<file path="config.mk">
export PLATFORM = sky130hd
export DESIGN_NAME = time_adjust_ctrl
export DESIGN_NICKNAME = d
export VERILOG_FILES = /design/src/rtl/time_pkg.sv /design/src/rtl/key_debounce.sv /design/src/rtl/time_adjust_ctrl.sv
export SDC_FILE = /design/constraint.sdc
export NUM_CORES = 1
export LEC_CHECK = 0
export CORE_MARGIN = 3
export CORE_UTILIZATION = 55
export CTS_CLUSTER_DIAMETER = 200
export DETAILED_ROUTE_END_ITERATION = 12
export HOLD_SLACK_MARGIN = 0.15
export PLACE_DENSITY = 0.79
export SETUP_SLACK_MARGIN = 0.2
export SLEW_MARGIN = 25
export SYNTH_ARGS = -nofsm -noshare
export SYNTH_HDL_FRONTEND = slang
export SYNTH_SLANG_ARGS = --single-unit
</file>
<file path="constraint.sdc">
create_clock -name CLOCK_50 -period 2.8 [get_ports CLOCK_50]
set_clock_uncertainty 0.15 [all_clocks]
set_input_delay 0.56 -clock CLOCK_50 [delete_from_list [all_inputs] [get_ports CLOCK_50]]
set_output_delay 0.56 -clock CLOCK_50 [all_outputs]
set_load 0.02 [all_outputs]
</file>
<file path="src/rtl/time_pkg.sv">
// time_pkg: shared definitions for the time-setting front end.
//   - state_e      : RUN / ADJUST mode encoding
//   - KEY_*        : index of each push-button within the 4-bit KEY bus
//   - SELECT_*     : digit-select limits (0..7 time digits, 8..15 date digits)
//   - next_select(): digit index advance with wrap 15 -> 0
package time_pkg;

  typedef enum logic {
    ST_RUN    = 1'b0,
    ST_ADJUST = 1'b1
  } state_e;

  localparam int KEY_MODE = 0;
  localparam int KEY_NEXT = 1;
  localparam int KEY_INC  = 2;
  localparam int KEY_DEC  = 3;

  localparam logic [3:0] SELECT_TIME_LAST = 4'd7;
  localparam logic [3:0] SELECT_LAST      = 4'd15;

  function automatic logic [3:0] next_select(input logic [3:0] sel);
    return (sel == SELECT_LAST) ? 4'd0 : sel + 4'd1;
  endfunction

endpackage

</file>
<file path="src/rtl/key_debounce.sv">
// key_debounce: one push-button input path.
//   Two-flop synchroniser, stable-time debounce counter, press-edge strobe.
//   Ports:
//     clk_i    in  clock
//     rst_ni   in  asynchronous active-low reset
//     key_ni   in  raw active-low key, asynchronous to clk_i
//     press_o  out one-cycle strobe on the debounced 1->0 edge
//     level_o  out debounced level (1 = released); present only when
//                  TIME_ADJUST_AUTO_REPEAT_EN is defined
//   The debounced level falls 2 + DEBOUNCE_CYCLES cycles after a clean raw
//   edge; press_o is high in the cycle right after that clock edge.
module key_debounce #(
  parameter int DEBOUNCE_CYCLES = 1_000_000
) (
  input  logic clk_i,
  input  logic rst_ni,
  input  logic key_ni,
  output logic press_o
`ifdef TIME_ADJUST_AUTO_REPEAT_EN
  ,
  output logic level_o
`endif
);

  localparam int CW = (DEBOUNCE_CYCLES > 1) ? $clog2(DEBOUNCE_CYCLES) : 1;
  localparam logic [CW-1:0] CNT_LAST = CW'(DEBOUNCE_CYCLES - 1);

  logic          sync1_q, sync2_q;
  logic          level_q, level_d;
  logic          press_q, press_d;
  logic [CW-1:0] cnt_q, cnt_d;

  // The counter only runs while the synced input disagrees with the
  // debounced level, so any bounce back to the old level restarts it.
  always_comb begin
    level_d = level_q;
    cnt_d   = cnt_q;
    if (sync2_q == level_q) begin
      cnt_d = '0;
    end else if (cnt_q == CNT_LAST) begin
      level_d = sync2_q;
      cnt_d   = '0;
    end else begin
      cnt_d = cnt_q + 1'b1;
    end
    press_d = level_q & ~level_d;
  end

  always_ff @(posedge clk_i or negedge rst_ni) begin
    if (!rst_ni) begin
      sync1_q <= 1'b1;
      sync2_q <= 1'b1;
      level_q <= 1'b1;
      press_q <= 1'b0;
      cnt_q   <= '0;
    end else begin
      sync1_q <= key_ni;
      sync2_q <= sync1_q;
      level_q <= level_d;
      press_q <= press_d;
      cnt_q   <= cnt_d;
    end
  end

  assign press_o = press_q;
`ifdef TIME_ADJUST_AUTO_REPEAT_EN
  assign level_o = level_q;
`endif

endmodule

</file>
<file path="src/rtl/time_adjust_ctrl.sv">
// time_adjust_ctrl: time-setting front end for the clock display.
//   Debounces KEY[3:0] and runs the RUN/ADJUST mode machine.
//   Ports:
//     CLOCK_50   in  system clock
//     rst_n      in  asynchronous active-low reset
//     KEY[3:0]   in  raw active-low buttons: 0 mode, 1 next, 2 inc, 3 dec
//     adjust     out 1 = running display, 0 = adjust mode (also the mode state)
//     select     out digit index being adjusted (0..15)
//     hold       out 1 = time counters frozen (throughout ADJUST)
//     inc_pulse  out one-cycle increment strobe for the selected digit
//     dec_pulse  out one-cycle decrement strobe for the selected digit
//   Build option: TIME_ADJUST_AUTO_REPEAT_EN adds auto-repeat of inc/dec
//   while the key stays held in ADJUST.
//   Press priority within one cycle: mode > next > inc > dec.
module time_adjust_ctrl
  import time_pkg::*;
#(
  parameter int DEBOUNCE_CYCLES = 1_000_000,
  parameter int TIMEOUT_CYCLES  = 500_000_000,
  parameter int REPEAT_DELAY    = 25_000_000,
  parameter int REPEAT_PERIOD   = 5_000_000
) (
  input  logic       CLOCK_50,
  input  logic       rst_n,
  input  logic [3:0] KEY,
  output logic       adjust,
  output logic [3:0] select,
  output logic       hold,
  output logic       inc_pulse,
  output logic       dec_pulse
);

  if (DEBOUNCE_CYCLES < 1 || TIMEOUT_CYCLES < 2 ||
      REPEAT_DELAY < 1 || REPEAT_PERIOD < 1) begin : g_bad_params
    $error("time_adjust_ctrl: cycle-count parameters out of range");
  end

  localparam int TW = (TIMEOUT_CYCLES > 1) ? $clog2(TIMEOUT_CYCLES) : 1;
  localparam logic [TW-1:0] TO_LAST = TW'(TIMEOUT_CYCLES - 1);

  logic [3:0] key_press;
`ifdef TIME_ADJUST_AUTO_REPEAT_EN
  logic [3:0] key_level;
`endif

  for (genvar i = 0; i < 4; i++) begin : g_key
    key_debounce #(
      .DEBOUNCE_CYCLES(DEBOUNCE_CYCLES)
    ) u_key_debounce (
      .clk_i   (CLOCK_50),
      .rst_ni  (rst_n),
      .key_ni  (KEY[i]),
`ifdef TIME_ADJUST_AUTO_REPEAT_EN
      .level_o (key_level[i]),
`endif
      .press_o (key_press[i])
    );
  end

  logic ev_inc, ev_dec;

`ifdef TIME_ADJUST_AUTO_REPEAT_EN
  localparam int RMAX = (REPEAT_DELAY > REPEAT_PERIOD) ? REPEAT_DELAY : REPEAT_PERIOD;
  localparam int RW   = $clog2(RMAX + 1);

  logic [RW-1:0] rep_cnt_q, rep_cnt_d, rep_last;
  logic          rep_armed_q, rep_armed_d;
  logic          rep_period_q, rep_period_d;
  logic          rep_fire;
  logic          inc_held, dec_held;
  state_e        state_q;

  assign inc_held = ~key_level[KEY_INC];
  assign dec_held = ~key_level[KEY_DEC];
  assign rep_last = rep_period_q ? RW'(REPEAT_PERIOD - 1) : RW'(REPEAT_DELAY - 1);

  // Armed by an inc/dec press strobe seen in ADJUST; the first repeat waits
  // REPEAT_DELAY cycles, later ones REPEAT_PERIOD cycles.
  always_comb begin
    rep_cnt_d    = rep_cnt_q;
    rep_armed_d  = rep_armed_q;
    rep_period_d = rep_period_q;
    rep_fire     = 1'b0;
    if (state_q != ST_ADJUST || !(inc_held || dec_held)) begin
      rep_cnt_d    = '0;
      rep_armed_d  = 1'b0;
      rep_period_d = 1'b0;
    end else if (key_press[KEY_INC] || key_press[KEY_DEC]) begin
      rep_cnt_d    = '0;
      rep_armed_d  = 1'b1;
      rep_period_d = 1'b0;
    end else if (rep_armed_q) begin
      if (rep_cnt_q == rep_last) begin
        rep_fire     = 1'b1;
        rep_cnt_d    = '0;
        rep_period_d = 1'b1;
      end else begin
        rep_cnt_d = rep_cnt_q + 1'b1;
      end
    end
  end

  always_ff @(posedge CLOCK_50 or negedge rst_n) begin
    if (!rst_n) begin
      rep_cnt_q    <= '0;
      rep_armed_q  <= 1'b0;
      rep_period_q <= 1'b0;
    end else begin
      rep_cnt_q    <= rep_cnt_d;
      rep_armed_q  <= rep_armed_d;
      rep_period_q <= rep_period_d;
    end
  end

  assign ev_inc = key_press[KEY_INC] | (rep_fire & inc_held);
  assign ev_dec = key_press[KEY_DEC] | (rep_fire & ~inc_held & dec_held);
`else
  state_e state_q;

  assign ev_inc = key_press[KEY_INC];
  assign ev_dec = key_press[KEY_DEC];
`endif

  state_e        state_d;
  logic [3:0]    select_q, select_d;
  logic          inc_q, inc_d;
  logic          dec_q, dec_d;
  logic [TW-1:0] to_cnt_q, to_cnt_d;

  // Priority chain: only the highest-priority event acts, and any acted
  // press leaves the timeout counter at zero even if it was about to expire.
  always_comb begin
    state_d  = state_q;
    select_d = select_q;
    inc_d    = 1'b0;
    dec_d    = 1'b0;
    to_cnt_d = to_cnt_q;
    case (state_q)
      ST_RUN: begin
        to_cnt_d = '0;
        if (key_press[KEY_MODE]) begin
          state_d  = ST_ADJUST;
          select_d = 4'd0;
        end
      end
      ST_ADJUST: begin
        to_cnt_d = '0;
        if (key_press[KEY_MODE]) begin
          state_d = ST_RUN;
        end else if (key_press[KEY_NEXT]) begin
          select_d = next_select(select_q);
        end else if (ev_inc) begin
          inc_d = 1'b1;
        end else if (ev_dec) begin
          dec_d = 1'b1;
        end else if (to_cnt_q == TO_LAST) begin
          state_d = ST_RUN;
        end else begin
          to_cnt_d = to_cnt_q + 1'b1;
        end
      end
      default: begin
        state_d = ST_RUN;
      end
    endcase
  end

  always_ff @(posedge CLOCK_50 or negedge rst_n) begin
    if (!rst_n) begin
      state_q  <= ST_RUN;
      select_q <= 4'd0;
      inc_q    <= 1'b0;
      dec_q    <= 1'b0;
      to_cnt_q <= '0;
    end else begin
      state_q  <= state_d;
      select_q <= select_d;
      inc_q    <= inc_d;
      dec_q    <= dec_d;
      to_cnt_q <= to_cnt_d;
    end
  end

  assign adjust    = (state_q == ST_RUN);
  assign hold      = (state_q == ST_ADJUST);
  assign select    = select_q;
  assign inc_pulse = inc_q;
  assign dec_pulse = dec_q;

endmodule

</file>
Yosys cells after proc, flatten, opt, wreduce, memory -nomap -nowiden
Cells that the tools add are included.
- register bits: 132
- logic and storage cells: 97
- mux-type cells: 43
- reductions and logical operators: 1
- equality and inequality tests: 13
- add/subtract/negate cells: 6
- bitwise logic cells: 9
- operator list (cell ; count):
    $mux 20 ; 8
    $mux 29 ; 5
    $add 20x1->20 const B ; 4
    $eq 20x20->1 const B ; 4
    $pmux 29 s2 ; 1
    $add 29x1->29 const B ; 1
    $eq 29x29->1 const B ; 1
    $mux 1 ; 23
    $mux 4 ; 4
    $pmux 4 s2 ; 1
    $not 1->1 ; 5
    $add 4x1->4 const B ; 1
    $and 1x1->1 ; 4
    $eq 1x1->1 ; 4
    $eq 4x4->1 const B ; 1
    $ne 2x1->1 const B ; 2
    $reduce_and 3->1 ; 1
    $ne 2x2->1 const B ; 1
    $pmux 1 s2 ; 1

Depth between registers and ports, before layout
- word-level depth: 7
- depth in mapped cells: 9
- depth with buffers taken out: 6

Hierarchy
From an unflattened synthesis, not the netlist that was laid out.
- cell total of the unflattened synthesis: 650
- area, all modules: 6433.7 um^2
- modules (own cells, without submodules) (module ; cells each ; sequential area each (um^2) ; instances ; area an instance (um^2)):
    key_debounce ; 115 ; 604.3 ; 4 ; 1144.8
    time_adjust_ctrl ; 190 ; 900.9 ; 1 ; 1854.3

Worst setup path after synthesis
OpenSTA, ideal clock, no wires.
- path type: register to register
- from: reg g_key[0].u_key_debounce.cnt_q[0]
- to: reg g_key[0].u_key_debounce.cnt_q[10]
- arrival: 1.791 ns
- required time: 2.579 ns
- stages on the path, launching flop included: 10
- path buffers: 3
- library setup time: 0.071 ns
- path slack: 0.788 ns
- cells stage by stage: dfrtp_1 > ha_1 > and3_1 > clkbuf_2 > nand3_1 > nor3_2 > or2_2 > buf_4 > buf_4 > nor2_1
- longest elaborated chain between the ends: 3
- elaborated cells on any way between the ends: 4
- classes of those cells: add/sub: 1; eq/ne: 1; mux: 2
- RTL lines (element ; line ; source):
    start: declaration ; key_debounce.sv:31 ; logic [CW-1:0] cnt_q, cnt_d;
    start signal: assignment ; key_debounce.sv:61 ; cnt_q <= cnt_d;
    $add 20x1->20 or $eq 20x20->1 (tied branches) ; key_debounce.sv:44, key_debounce.sv:40 ;
    $mux 20 * ; key_debounce.sv:40 ; end else if (cnt_q == CNT_LAST) begin
    $mux 20 * ; key_debounce.sv:38 ; if (sync2_q == level_q) begin
    net g_key[0].u_key_debounce.cnt_d[10] ; key_debounce.sv:31 ;
Mark *: on every way through the listed nets, which the timed path passes. The rest lies on a longest branch.
A chain may end at the register's enable or synchronous reset.

Worst setup path in the final report
- from: reg state_q (netlist: hold)
- to: out adjust
- longest elaborated chain between the ends: 1
- RTL lines (element ; line ; source):
    start: declaration ; time_adjust_ctrl.sv:118 ; state_e state_q;
    start signal: assignment ; time_adjust_ctrl.sv:176 ; state_q <= state_d;
    $not 1->1 ; -- ;
    end: declaration ; time_adjust_ctrl.sv:26 ; output logic adjust,
No other way between the ends.

==> reports/results.txt <==
Routed WL per cell = 14.9 microns
Synth Area in XOR/XNOR = 13.3%
syn nets = 631
# rows = 38
Post-Route WL = 11900 microns
post-CTS setup buffer count = 0
Finish-stage setup viols = 0
Leak = 2.92 nW
n_diodes = 0
Critical Setup Path Class = flip-flop to primary output
first-pass GRT wire length = 21100 microns
Die X = 112 microns
Skew-Pair Late Insertion Delay = 0.42 ns
met3 wire length = 552 microns
required time of the critical path = 2.09 ns
pin count of the biggest net entering global routing = 133
Synth Register Bits = 132
GPL Wtd Cong = 0.911
full die area = 12700 sq um
GRT Total Usage = 20.4%
final worst path period need = 2.45 ns
CP Cell Sequence = inv_1 > clkdlybuf4s50_1
post-synth top area cell = dfrtp_1
Clock Path Buffers = 2
antenna-violating nets left = 0
Switching Fraction = 22.3%
number of port buffers = 13
CP delay by family, top = buffers and inverters
Clk pwr share = 51.7%
crit path DAT = 1.74 ns
Die Height = 112 microns
post-synthesis adder-cell area fraction = 1.20%
total CTS buffers = 17
R2R Setup Slk = 0.52 ns
commonest non-fill, non-tap cells in the layout = nor2_1, dfrtp_1, xor2_1, nand3_1, nand2_1
core area = 11000 sq um
Slew @ Worst Pin = 0.803 ns
layout cells sized above 1 = 9.15%
Final Hold Viols = 0
commonest non-fill, non-tap cell in the layout = nor2_1
Post-Syn Instances = 619
Async SR Flop Fraction = 100%
slew margin rel. = 46.0%
yosys warns = 0
worst vdd ir = 0.000504 V
sequential power share = 46.2%
Via density = 5.69
Avg Cell Area, Syn = 10.1 sq um
Root Buffer = clkbuf_16
Worst Hold End = g_key[2].u_key_debounce.sync2_q$_DFF_PN1_
dpl hpwl = 7410 microns
Worst path slowest cell = clkdlybuf4s50_1
DR iter-0 viols = 213
Distinct cells, synth = 49
compound-cell area share of the yosys netlist = 2.95%
Reg clk slew, reported paths = 0.06 ns
CTS tree = yes
Area contributors post-synth = dfrtp_1, xor2_1, nor2_1, dfstp_2, xnor2_1
largest family of logic cells by synthesized area = simple AND/OR/NAND/NOR gates
HP Class = flip-flop to flip-flop
register area share after synthesis = 53.2%
WL met2 = 5640 microns
multiplexer share of the synthesized area = 0.883%
count of flip-flops with a built-in enable after synthesis = 0
clk sinks = 132
Placed Cells incl. Taps = 763
I/O pins = 14
Layout Cells excl Fill = 796
dominant synthesized flop cell = dfrtp_1
Crit Path Max Fanout = 9
Reg2Reg Depth = 6
top sig layer = met4
GR Overflow Total = 0
P_int = 3.28 mW
via count = 4532
period utilization = 87.6%
Comb pwr share = 2.1%
top cell type's share of synthesized area = 48.1%
reg-to-reg critical path endpoint = g_key[1].u_key_debounce.cnt_q[14]$_DFF_PN0_
CP peak stage delay = 0.64 ns
Hold Crit Depth = 0
Post-Syn Area = 6240 sq um
# nets final = 655
RSZ-0062 raised after global routing = no
Initial Util = 56.8%
hold path start = g_key[2].u_key_debounce.sync1_q$_DFF_PN1_
vias in the first global route = 4533
sw power = 0.943 mW
Crit. End Element = primary output
CTS resizes = 0
worst path buffer plus inverter count = 2
status = finished, final reports clean
RR Startpoint = g_key[1].u_key_debounce.cnt_q[0]$_DFF_PN0_
crit start category = flip-flop
Max Clk Rate = 0.408 GHz
initial antenna violation count = 0
Max Slew Vio Count = 0
simple-gate area share of the yosys netlist = 26.8%
H-Tree Depth = 4
CTS Hold Buffers Added = 1
Setup TNS = 0 ns
synth-to-layout area growth = 13.8%
pwr dens = 595 nW/um^2
DR DRC count = 0
M1 WL = 5520 microns
Max Cap Viol = 0
first drt pass iteration count = 4
## per-stage QoR
step	setup slack [ns]	cell area (sq um)	utilization (%)	hold WS [ns]	total power [mW]
floorplan	0.788	6240	-	0.114	2.02
finish	0.348	7100	64.6	0.202	4.22
global placement	0.677	6500	59.2	0.196	2.07
detailed placement	0.556	6500	59.2	0.198	2.07
global route	0.263	7100	64.6	0.206	4.36
CTS	0.355	7100	64.6	0.204	4.26
## logic make-up (layout without fill, tap and decap cells)
kind of cell	count (synthesis)	after routing
and+or+nand+nor	332	332
adders and majority gates	6	6
xor gates and xnor gates	95	95
AOI/OAI and AO/OA	28	28
buffers and inverters	21	58
DFF	132	132
muxes	5	5
## sequential cells by signal (all words and copies together), names as in the netlist
name                          flops
hold                              1
inc_pulse                         1
select                            4
g_key.u_key_debounce.press_o      4
g_key.u_key_debounce.sync2_q      4
to_cnt_q                         29
g_key.u_key_debounce.level_q      4
dec_pulse                         1
g_key.u_key_debounce.sync1_q      4
g_key.u_key_debounce.cnt_q       80
## metal layers
layer  GRT usage [%]  vias to the layer above
li1                -                     2186
met1            27.4                     2231
met2            31.9                      100
met3            6.04                       15
met4            7.21                        0
met5               0                        -
## synth_stat cells (all sizes together) (4+ instances only)
cell    number
a21oi       10
and3        15
and4         5
buf          6
clkbuf       4
dfrtp      120
dfstp       12
ha           6
inv         11
mux2         4
nand2       46
nand3       53
nand4       23
nand4b       4
nor2       122
nor3        18
nor3b        7
nor4        11
nor4b        7
o21ai        6
or2          4
xnor2       35
xor2        60
## how the worst max path moves through the flow
stage                                                     startpoint                                           to  slack, ns  depth (start not counted)
after floorplan           g_key[0].u_key_debounce.cnt_q[0]$_DFF_PN0_  g_key[0].u_key_debounce.cnt_q[10]$_DFF_PN0_       0.79                          9
after global placement    g_key[3].u_key_debounce.cnt_q[0]$_DFF_PN0_  g_key[3].u_key_debounce.cnt_q[16]$_DFF_PN0_       0.68                          6
after detailed placement  g_key[1].u_key_debounce.cnt_q[0]$_DFF_PN0_  g_key[1].u_key_debounce.cnt_q[14]$_DFF_PN0_       0.56                          6
after CTS                                             hold$_DFF_PN0_                                       adjust       0.35                          2
after global routing                                  hold$_DFF_PN0_                                       adjust       0.26                          2
final                                                 hold$_DFF_PN0_                                       adjust       0.35                          2
## area by class of cell
type / count / area (sq um)
fill: 842 / 3890
sequential: 132 / 3320
multi-input combinational: 466 / 2820
clock buffer: 18 / 429
tap: 140 / 175
timing repair buffer: 15 / 158
clock inverter: 14 / 154
inverter: 11 / 41.3
## power by group through the flow
stage               clock, mW  combinational, mW  sequential [mW]
floorplan                   0             0.0376             1.98
global placement            0             0.0881             1.98
detailed placement          0             0.0911             1.98
CTS                      2.21             0.0930             1.95
global route             2.31              0.103             1.95
finish                   2.18             0.0891             1.95
Power figures use the tool's default switching activity.
